--- src/rtl/struct_array_unpacker.sv ---
// Receive-side unpacker: captures a whole packet array, undoes the forward transform, streams entries one per beat.
// Optional build macro STRUCT_ARRAY_UNPACK_PARITY_EN adds a registered pkt_parity output.
package struct_array_unpacker_pkg;
   typedef struct packed {
      logic [7:0] data;
      logic [3:0] tag;
   } packet_t;
endpackage

module struct_array_unpacker
   import struct_array_unpacker_pkg::*;
#(
   parameter int unsigned NUM_PKTS = 4,
   parameter logic [7:0]  DATA_INC = 8'd1,
   parameter logic [3:0]  TAG_MASK = 4'b1010
) (
   input  logic                        clk,
   input  logic                        rst_n,
   input  logic                        arr_valid,
   output logic                        arr_ready,
   input  packet_t                     packets_in [NUM_PKTS],
   output logic                        pkt_valid,
   input  logic                        pkt_ready,
   output packet_t                     pkt_out,
   output logic [$clog2(NUM_PKTS)-1:0] pkt_idx,
   output logic                        pkt_last,
`ifdef STRUCT_ARRAY_UNPACK_PARITY_EN
   output logic                        pkt_parity,
`endif
   output logic                        busy
);
   localparam int unsigned IW = $clog2(NUM_PKTS);
   localparam logic [IW-1:0] LAST_IDX = IW'(NUM_PKTS - 1);

   typedef enum logic [0:0] {IDLE = 1'b0, SEND = 1'b1} state_t;

   function automatic packet_t restore(input packet_t p);
      packet_t r;
      r.data = p.data - DATA_INC;
      r.tag  = p.tag ^ TAG_MASK;
      return r;
   endfunction

   function automatic logic parity_of(input packet_t p);
      return ^{p.data, p.tag};
   endfunction

   state_t          state_r, state_nxt_s;
   logic [IW-1:0]   idx_r, idx_nxt_s;
   packet_t         buf_r [NUM_PKTS];
   packet_t         buf_nxt_s [NUM_PKTS];
   logic            pkt_valid_r, valid_nxt_s;
   packet_t         pkt_out_r, out_nxt_s;
   logic            pkt_last_r, last_nxt_s;
   logic            load_s;
   logic [IW-1:0]   idx_inc_s;

   // arr_ready is combinational from pkt_ready so a new array can replace the last beat without a bubble
   assign arr_ready = (state_r == IDLE) || ((state_r == SEND) && pkt_last_r && pkt_ready);
   assign pkt_valid = pkt_valid_r;
   assign pkt_out   = pkt_out_r;
   assign pkt_idx   = idx_r;
   assign pkt_last  = pkt_last_r;
   assign busy      = (state_r == SEND);
   assign idx_inc_s = idx_r + {{(IW-1){1'b0}}, 1'b1};

   // Next-state decode: capture, advance or drain
   always_comb begin
      state_nxt_s = state_r;
      idx_nxt_s   = idx_r;
      buf_nxt_s   = buf_r;
      valid_nxt_s = pkt_valid_r;
      out_nxt_s   = pkt_out_r;
      last_nxt_s  = pkt_last_r;
      load_s      = 1'b0;
      case (state_r)
         IDLE: begin
            if (arr_valid) begin
               load_s = 1'b1;
            end else begin
               load_s = 1'b0;
            end
         end
         SEND: begin
            if (pkt_ready) begin
               if (idx_r != LAST_IDX) begin
                  idx_nxt_s  = idx_inc_s;
                  out_nxt_s  = restore(buf_r[idx_inc_s]);
                  last_nxt_s = (idx_inc_s == LAST_IDX);
               end else if (arr_valid) begin
                  load_s = 1'b1;
               end else begin
                  state_nxt_s = IDLE;
                  idx_nxt_s   = {IW{1'b0}};
                  valid_nxt_s = 1'b0;
                  out_nxt_s   = packet_t'(12'h000);
                  last_nxt_s  = 1'b0;
               end
            end else begin
               state_nxt_s = SEND;
            end
         end
         default: begin
            state_nxt_s = IDLE;
            idx_nxt_s   = {IW{1'b0}};
            valid_nxt_s = 1'b0;
            out_nxt_s   = packet_t'(12'h000);
            last_nxt_s  = 1'b0;
         end
      endcase
      if (load_s) begin
         buf_nxt_s   = packets_in;
         state_nxt_s = SEND;
         idx_nxt_s   = {IW{1'b0}};
         valid_nxt_s = 1'b1;
         out_nxt_s   = restore(packets_in[0]);
         last_nxt_s  = 1'b0;
      end else begin
         load_s = 1'b0;
      end
   end

   // State, buffer and registered stream outputs
   always_ff @(posedge clk or negedge rst_n) begin
      if (!rst_n) begin
         state_r     <= IDLE;
         idx_r       <= {IW{1'b0}};
         pkt_valid_r <= 1'b0;
         pkt_out_r   <= packet_t'(12'h000);
         pkt_last_r  <= 1'b0;
         for (int i = 0; i < NUM_PKTS; i++) begin
            buf_r[i] <= packet_t'(12'h000);
         end
      end else begin
         state_r     <= state_nxt_s;
         idx_r       <= idx_nxt_s;
         pkt_valid_r <= valid_nxt_s;
         pkt_out_r   <= out_nxt_s;
         pkt_last_r  <= last_nxt_s;
         buf_r       <= buf_nxt_s;
      end
   end

`ifdef STRUCT_ARRAY_UNPACK_PARITY_EN
   logic pkt_parity_r;
   assign pkt_parity = pkt_parity_r;

   // Parity tracks the packet register it covers
   always_ff @(posedge clk or negedge rst_n) begin
      if (!rst_n) begin
         pkt_parity_r <= 1'b0;
      end else begin
         pkt_parity_r <= parity_of(out_nxt_s);
      end
   end
`endif

endmodule
--- config.mk ---
export PLATFORM = sky130hd
export DESIGN_NAME = struct_array_unpacker
export DESIGN_NICKNAME = d
export VERILOG_FILES = /design/src/rtl/struct_array_unpacker.sv
export SDC_FILE = /design/constraint.sdc
export NUM_CORES = 1
export LEC_CHECK = 0
export ABC_AREA = 1
export CORE_MARGIN = 10
export CORE_UTILIZATION = 45
export CTS_CLUSTER_DIAMETER = 120
export DETAILED_ROUTE_END_ITERATION = 6
export GPL_ROUTABILITY_DRIVEN = 0
export PLACE_DENSITY = 0.72
export SYNTH_ARGS = -nofsm -noshare
export SYNTH_HDL_FRONTEND = slang
export SYNTH_SLANG_ARGS = --single-unit
export TNS_END_PERCENT = 1
--- constraint.sdc ---
create_clock -name clk -period 2.95 [get_ports clk]
set_input_delay 0.59 -clock clk [delete_from_list [all_inputs] [get_ports clk]]
set_output_delay 0.59 -clock clk [all_outputs]
set_load 0.02 [all_outputs]
==> results of run 1 <==
## kinds of logic (layout without fill, tap and decap cells)
family | Yosys count | after routing
xor+xnor | 3 | 3
buf+inv | 46 | 119
compound gates | 56 | 56
fa+ha+maj | 4 | 4
simple gates | 251 | 251
flops | 65 | 65
## Yosys cell counts
library cell	number	area [µm²]
buf_2	8	40.0
inv_1	25	93.8
o21ai_0	26	130
nor2_1	25	93.8
nand3_1	22	110
o221ai_1	1	8.76
dfrtp_1	65	1630
nand2_2	13	81.3
a31oi_1	1	6.26
buf_6	4	45.0
buf_8	1	15.0
inv_6	1	8.76
o31ai_1	1	7.51
nand3_2	5	50.1
a21oi_1	19	95.1
nor2_2	1	6.26
nor3_1	2	10.0
clkbuf_4	1	7.51
ha_1	4	50.1
buf_1	3	11.3
xor2_1	2	17.5
xnor2_1	1	8.76
nand3b_1	1	7.51
o211ai_1	1	7.51
clkbuf_1	3	11.3
o21a_1	1	7.51
nand2_1	181	679
nor2_4	1	11.3
o21ai_1	4	20.0
a21oi_2	2	17.5
## worst paths after layout
path,startpoint,depth (start not counted),slack (ns),endpoint
setup / recovery,pkt_ready,4,0.52,arr_ready
hold / removal,rst_n,2,0.25,buf_r[14]$_DFFE_PN0P_
setup reg to reg,pkt_idx[0]$_DFFE_PN0P_,11,0.65,pkt_out[10]$_DFFE_PN0P_
hold reg to reg,buf_r[21]$_DFFE_PN0P_,2,0.47,buf_r[21]$_DFFE_PN0P_
max in group asynchronous,rst_n,2,2.40,pkt_out[5]$_DFFE_PN0P_
min in group clk,buf_r[21]$_DFFE_PN0P_,2,0.47,buf_r[21]$_DFFE_PN0P_
## power breakdown
group | internal (mW) | switching, mW
Clock | 0.403 | 0.321
Sequential | 1.32 | 0.260
Combinational | 1.01 | 1.52
Total | 2.73 | 2.10
## layout make-up
cell class              count  area (µm²)  area share
clock inverters             3        42.5     0.00999
well taps                  99         124      0.0291
clock buffers              11         141      0.0332
multi-input cells         314        1430       0.337
flip-flops and latches     65        1630       0.382
inverters                  26         103      0.0241
repair buffers             79         786       0.185
## per-stage QoR
| step | cells | utilization |
|---|---|---|
| 2_1_floorplan | 425 | - |
| 3_3_place_gp | 583 | 0.568 |
| 3_5_place_dp | 583 | 0.568 |
| 4_1_cts | 597 | 0.593 |
| 5_1_grt | 597 | 0.593 |
| 6_report | 597 | 0.593 |
## registers in the layout, indices dropped and copies added, names as in the netlist
| register | count |
|---|---|
| buf_r | 48 |
| pkt_last | 1 |
| pkt_out | 12 |
| pkt_idx | 2 |
| pkt_valid | 1 |
| busy | 1 |
## metal layers
layer | vias to the layer above | track usage | part of all wire
met5 | - | 0 | 0
met4 | 0 | 0.0676 | 0.013
met3 | 12 | 0.0457 | 0.078
met2 | 88 | 0.221 | 0.44
met1 | 1337 | 0.205 | 0.47
li1 | 1478 | - | -
==> results.cfg, run 1 <==
[synth]
yosys.area_share.simple = 0.319
syn-cell-area_um2 = 3290
syn-num-nets = 481
syn_inst = 425
ys_seq_elements = 65
yosysWarnings = 0
synthDistinctLibCells = 30
synth-xor-area-share = 0.00800
synth_top_family_by_area = simple AND/OR/NAND/NOR gates
seq_area_frac_synth = 0.495
syn_area_per_cell_um2 = 7.73
synth_compound_area_frac = 0.0914
synth_mux_area_frac = 0
yosys.area_share.adder = 0.0152

[global_routing]
grt_pass1_wl_mm = 14.1
overflow = 0
grt_antenna_before_repair = 0
grt_max_degree = 66
grt.total_usage = 0.152
grt_pass1_vias = 2999

[cts]
ctsHoldBuffers = 0
path_clk_slew_ns = 0.07
cts_made_buffers = 9
cts-htree-levels = 3
cts_buffer_depth = 2
clk_latency_ns = 0.33
cts_root_buf = clkbuf_8
ctsResizeCount = 0
clock_sinks = 65
cts_tree = yes
post_cts_buffers = 0

[drt]
wire_per_inst_um = 13.5
viasPerCell = 4.88
ant_nets = 0
drcViolationCount = 0
vias = 2915
firstDrtPassIters = 4
routed_wl_mm = 8.08
drt_iter0_drc = 193

[floorplan]
die_w_um = 105
fp.coreArea_um2 = 7180
start_util = 0.458
boundaryPins = 70
die_area_um2 = 11100
fp-row-count = 31
chipHeight_um = 105

[timing]
max_freq_mhz = 411
rsz0062_at_grt = no
fin_crit_sh = 0.825
fin_skew_ns = 0.00630
final.setup.tns_ns = 0
worst_pin_slew_ns = 0.587
setup_ws_ns = 0.516
finalSetupViolCount = 0
slew_headroom = 0.608
fin_hold_ws_ns = 0.248
hold_violations = 0
final-max-slew-violation-count = 0
min_period_ns = 2.43

[critical_path]
crit_type = in -> out
cp_num_buf_inv = 2
cp_slowest_cell = clkdlybuf4s50_1
critPathArrivalTime_ns = 1.84
critical-path-top-delay-family = buffers and inverters
cpPeakStageDelay_ns = 0.60
cp_cell_sequence = clkdlybuf4s50_1 > nand2_1 > nand2_1 > clkdlybuf4s50_1
path_max_fanout = 4
cp_data_required_time_ns = 2.36
cp-start-kind = input port
crit_path_end_kind = output port

[final_layout]
final_cell_mix = nand2_1 (181), clkdlybuf4s50_1 (68), dfrtp_1 (65)
syn2layout_area_growth_pct = 29.6
final_common_cell = nand2_1
fillers = 650
final_area_um2 = 4260
nets = 551
drive_above_1_share = 0.0944
diodes = 0

[power]
power_leakage_nw = 2.09
finalPower_mw = 4.83
vdd_drop_max_mv = 0.354
powerDensity_nw_per_um2 = 1140

[min_path]
hold_path.class = in -> async

[placement]
io_buffers = 69
dpl_worst_slack_ns = 0.510
dpl.hpwl_mm = 6.04
placed_area_um2 = 4070

[flow_run]
maxCapViolCount = 0

[status]
status = complete, no violations
Note: power is estimated with default switching activity, not from simulation.
==> inputs of run 2 (changes only) <==
- PLACE_DENSITY: 0.72 -> 0.75
- clock period: 2.95 -> 2 ns (I/O delays scaled with it)
==> run 2 against run 1 <==
Net effect: routed wire length grew 4.1%; combinational power grew 58%; setup slack lost 0.41 ns; flip-flop and latch count is the same; global-route usage grew 0.40 points; critical path depth shrank 3; clock-buffer cell count is the same; first-iteration DRC count shrank 13%; register-to-register slack lost 0.48 ns; cell count grew 1.7%; worst hold slack lost 0.19 ns; largest cell class unchanged.
==> results.cfg, run 2 (same netlist as run 1, synthesis figures left out) <==
[drt]
routed_wl_mm = 8.41
ant_nets = 0
wire_per_inst_um = 13.8
firstDrtPassIters = 4
viasPerCell = 4.85
drt_iter0_drc = 168
vias = 2942
drcViolationCount = 0

[floorplan]
die_w_um = 105
boundaryPins = 70
die_area_um2 = 11100
fp.coreArea_um2 = 7180
chipHeight_um = 105
fp-row-count = 31
start_util = 0.458

[critical_path]
cp_data_required_time_ns = 1.60
path_max_fanout = 7
crit_type = reg -> out
cp_cell_sequence = clkdlybuf4s50_1
cp-start-kind = register
cp_num_cells = 1
r2r_slack_ns = 0.17
cpPeakStageDelay_ns = 0.67
ff2ff_path_depth = 9
critical-path-top-delay-family = buffers and inverters
cp_slowest_cell = clkdlybuf4s50_1
cp_num_buf_inv = 1
critPathArrivalTime_ns = 1.50
crit_path_end_kind = output port

[flow_run]
maxCapViolCount = 0

[cts]
cts-htree-levels = 3
post_cts_buffers = 0
ctsResizeCount = 0
path_clk_slew_ns = 0.07
cts_root_buf = clkbuf_8
cts_buffer_depth = 2
cts_made_buffers = 9
cts_tree = yes
ctsHoldBuffers = 0
clk_latency_ns = 0.34
clock_sinks = 65

[final_layout]
final_common_cell = nand2_1
final_area_um2 = 4360
top_register = buf_r
multi_input_area_um2 = 1470
diodes = 0
largest_reg_flops = 48
nets = 559
seq_area_um2 = 1630
drive_above_1_share = 0.130
fillers = 653
final_cell_mix = nand2_1 (181), clkdlybuf4s50_1 (67), dfrtp_1 (63)
syn2layout_area_growth_pct = 32.7

[placement]
dpl_worst_slack_ns = 0.0200
io_buffers = 69
placed_area_um2 = 4170
dpl.hpwl_mm = 6.44

[global_routing]
grt_antenna_before_repair = 0
grt.total_usage = 0.156
overflow = 0
grt_max_degree = 39
grt_pass1_vias = 2942
grt_pass1_wl_mm = 14.3

[timing]
min_period_ns = 1.90
worst_pin_slew_ns = 0.479
rsz0062_at_grt = no
max_freq_mhz = 528
setup_ws_ns = 0.105
fin_skew_ns = 0.00643
finalSetupViolCount = 0
final-max-slew-violation-count = 0
fin_crit_sh = 0.948
slew_headroom = 0.681
hold_violations = 0

[power]
powerDensity_nw_per_um2 = 1680
power_leakage_nw = 2.14
vdd_drop_max_mv = 0.642
finalPower_mw = 7.33

[min_path]
hold_path.class = in -> async

[status]
status = complete, no violations
[run 2: per-stage QoR]
step / TNS (ns) / hold WS (ns) / util / instances
floorplan: -0.242 / 0.104 / - / 425
global placement: 0 / 0.425 / 0.581 / 591
detailed placement: 0 / 0.430 / 0.581 / 591
CTS: 0 / 0.0593 / 0.606 / 607
global route: 0 / 0.0860 / 0.607 / 607
finish: 0 / 0.0562 / 0.607 / 607
[run 2: layer usage]
layer | global-route usage | routed length [µm] | up-vias
met3 | 0.0438 | 460 | 10
met2 | 0.239 | 3840 | 66
met5 | 0 | 0 | -
li1 | - | - | 1493
met4 | 0.0608 | 142 | 0
met1 | 0.205 | 3960 | 1373
[run 2: final cells by class]
type | count | share of cell area
Multi-Input combinational cell | 314 | 0.338
Clock buffer | 11 | 0.0347
Sequential cell | 65 | 0.374
Tap cell | 99 | 0.0284
Clock inverter | 5 | 0.00689
Timing Repair Buffer | 87 | 0.195
Inverter | 26 | 0.0241
[run 2: power breakdown]
group	switching, mW	internal, mW
Sequential	0.375	1.94
Combinational	2.35	1.64
Clock	0.508	0.510
[run 2: path summary, 6_finish.rpt]
check,endpoint,start
worst max-delay path,busy,busy$_DFF_PN0_
worst min-delay path,buf_r[2]$_DFFE_PN0P_,rst_n
worst max register to register,pkt_out[10]$_DFFE_PN0P_,pkt_idx[1]$_DFFE_PN0P_
worst min register to register,buf_r[25]$_DFFE_PN0P_,buf_r[25]$_DFFE_PN0P_
max in group asynchronous,pkt_idx[0]$_DFFE_PN0P_,rst_n
min in group clk,buf_r[25]$_DFFE_PN0P_,buf_r[25]$_DFFE_PN0P_
==> inputs of run 3 (changes only) <==
==> constraint.sdc (replaced) <==
create_clock -name clk -period 2 [get_ports clk]
set_input_delay 0.3 -clock clk [delete_from_list [all_inputs] [get_ports clk]]
set_output_delay 0.3 -clock clk [all_outputs]
set_load 0.02 [all_outputs]
==> run 3 against run 2 <==
Net effect: sequential share of layout area grew 0.19 points; clock power grew 6%; maximum frequency grew 2.8%; clock-buffer cell count shrank 2; clock skew grew 0.0043 ns; core utilization shrank 0.35 points; combinational power shrank 2%; via count shrank 1.7%; flip-flop and latch count is the same; setup slack gained 0.052 ns; register-to-register slack is essentially flat; sequential power is essentially flat.
==> results.cfg, run 3 (same netlist as run 1, synthesis figures left out) <==
[placement]
placed_area_um2 = 4130
io_buffers = 69
placed_cells = 587
dpl_worst_slack_ns = 0.145
dpl.hpwl_mm = 6.05

[critical_path]
r2r_start = pkt_idx[1]$_DFFE_PN0P_
ff2ff_path_depth = 9
cp_data_required_time_ns = 1.70
r2r_slack_ns = 0.18
path_max_fanout = 4
timing.rr.end = pkt_out[10]$_DFFE_PN0P_
cp-start-kind = input port
crit_path_end_kind = output port
critPathArrivalTime_ns = 1.54
crit_type = in -> out

[status]
status = complete, no violations

[min_path]
hold_end = buf_r[15]$_DFFE_PN0P_
hold_path.class = reg -> reg
min_from = buf_r[15]$_DFFE_PN0P_
hold_depth = 2

[drt]
vias = 2893
routed_wl_mm = 8.06
ant_nets = 0
drt_iter0_drc = 118
wire_per_inst_um = 13.3
firstDrtPassIters = 5
viasPerCell = 4.79
drcViolationCount = 0

[cts]
cts_tree = yes
cts_made_buffers = 9
clock_sinks = 65
clk_latency_ns = 0.35
cts-htree-levels = 3
path_clk_slew_ns = 0.07
cts_buffer_depth = 2
cts_root_buf = clkbuf_8
post_cts_buffers = 0

[final_layout]
final_cell_mix = nand2_1 (181), clkdlybuf4s50_1 (68), dfrtp_1 (64)
largest_reg_flops = 48
nets = 556
final_common_cell = nand2_1
final_area_um2 = 4330
layoutNonFillerInstCount = 604
diodes = 0
top_register = buf_r
drive_above_1_share = 0.119
syn2layout_area_growth_pct = 31.9

[timing]
setup_ws_ns = 0.157
worst_pin_slew_ns = 0.354
slew_headroom = 0.764
max_freq_mhz = 542
finalSetupViolCount = 0
rsz0062_at_grt = no
final-max-slew-violation-count = 0
final.setup.tns_ns = 0
fin_skew_ns = 0.0107
fin_crit_sh = 0.922
hold_violations = 0
min_period_ns = 1.84

[floorplan]
die_area_um2 = 11100
start_util = 0.458
boundaryPins = 70
die_w_um = 105
fp.coreArea_um2 = 7180
fp-row-count = 31
chipHeight_um = 105

[global_routing]
grt.total_usage = 0.150
grt_antenna_before_repair = 0
grt_pass1_vias = 2956
overflow = 0
grt_max_degree = 66
grt_pass1_wl_mm = 13.8

[flow_run]
maxCapViolCount = 0

[power]
vdd_drop_max_mv = 0.688
finalPower_mw = 7.29
powerDensity_nw_per_um2 = 1680
power_leakage_nw = 2.11
run 3: cell count changes in the layout (fill, tap and decap cells not counted):
cell | before | now
buf_4 | 16 | 13
clkbuf_8 | 11 | 9
buf_12 | 2 | 1
bufinv_16 | 0 | 1
clkdlybuf4s50_1 | 67 | 68
clkinv_2 | 3 | 2
clkinv_4 | 0 | 1
clkinvlp_4 | 2 | 3
dfrtp_1 | 63 | 64
dfrtp_2 | 2 | 1
dlygate4sd3_1 | 0 | 1
dlymetal6s2s_1 | 1 | 0
nor2_1 | 24 | 25
nor2_2 | 2 | 1
run 3: power by group:
part / total [mW] / internal [mW] / leakage, nW / switching, mW
sequential: 2.30 / 1.94 / 0.793 / 0.358
combinational: 3.91 / 1.62 / 1.23 / 2.29
clock: 1.08 / 0.571 / 0.0912 / 0.513
total: 7.29 / 4.13 / 2.11 / 3.17
run 3: cell type report:
type                            instances  area (µm²)
Sequential cell                        65        1630
Tap cell                               99         124
Multi-Input combinational cell        314        1470
Clock buffer                            9         124
Inverter                               26         105
Timing Repair Buffer                   84         813
Clock inverter                          7        71.3
Fill cell                             634        2840
run 3: how the worst max path moves through the flow:
stage	start	cells past startpoint	slack, ns	endpoint
4_1_cts	pkt_idx[1]$_DFFE_PN0P_	9	0.11	pkt_out[10]$_DFFE_PN0P_
3_3_place_gp	pkt_ready	8	0.16	pkt_out[7]$_DFFE_PN0P_
6_report	pkt_ready	4	0.16	arr_ready
3_5_place_dp	pkt_ready	8	0.15	pkt_out[7]$_DFFE_PN0P_
5_1_grt	pkt_idx[1]$_DFFE_PN0P_	9	0.04	pkt_out[10]$_DFFE_PN0P_
2_1_floorplan	pkt_idx[0]$_DFFE_PN0P_	15	-0.11	pkt_out[10]$_DFFE_PN0P_
run 3: metal layers:
layer | up-vias | share of wire | global-route usage
li1 | 1486 | - | -
met1 | 1310 | 0.48 | 0.199
met2 | 85 | 0.44 | 0.227
met3 | 12 | 0.053 | 0.0323
met4 | 0 | 0.023 | 0.0735
met5 | - | 0 | 0
run 3: repair_timing:
item,CTS,global route
setup endpoints to repair,0,2
hold buffers,1,0
endpoints found under the hold margin,65,0
resized for setup,0,1
run 3: critical path, stage by stage:
cell and delay, ns:
clkdlybuf4s50_1 0.52, nand2_1 0.07, nand2_1 0.05, clkdlybuf4s50_1 0.60
run 3: metrics by stage:
step | util | hold slack (ns)
2_1_floorplan | - | 0.00441
3_3_place_gp | 0.575 | 0.342
3_5_place_dp | 0.575 | 0.344
4_1_cts | 0.604 | 0.477
5_1_grt | 0.604 | 0.483
6_report | 0.604 | 0.472
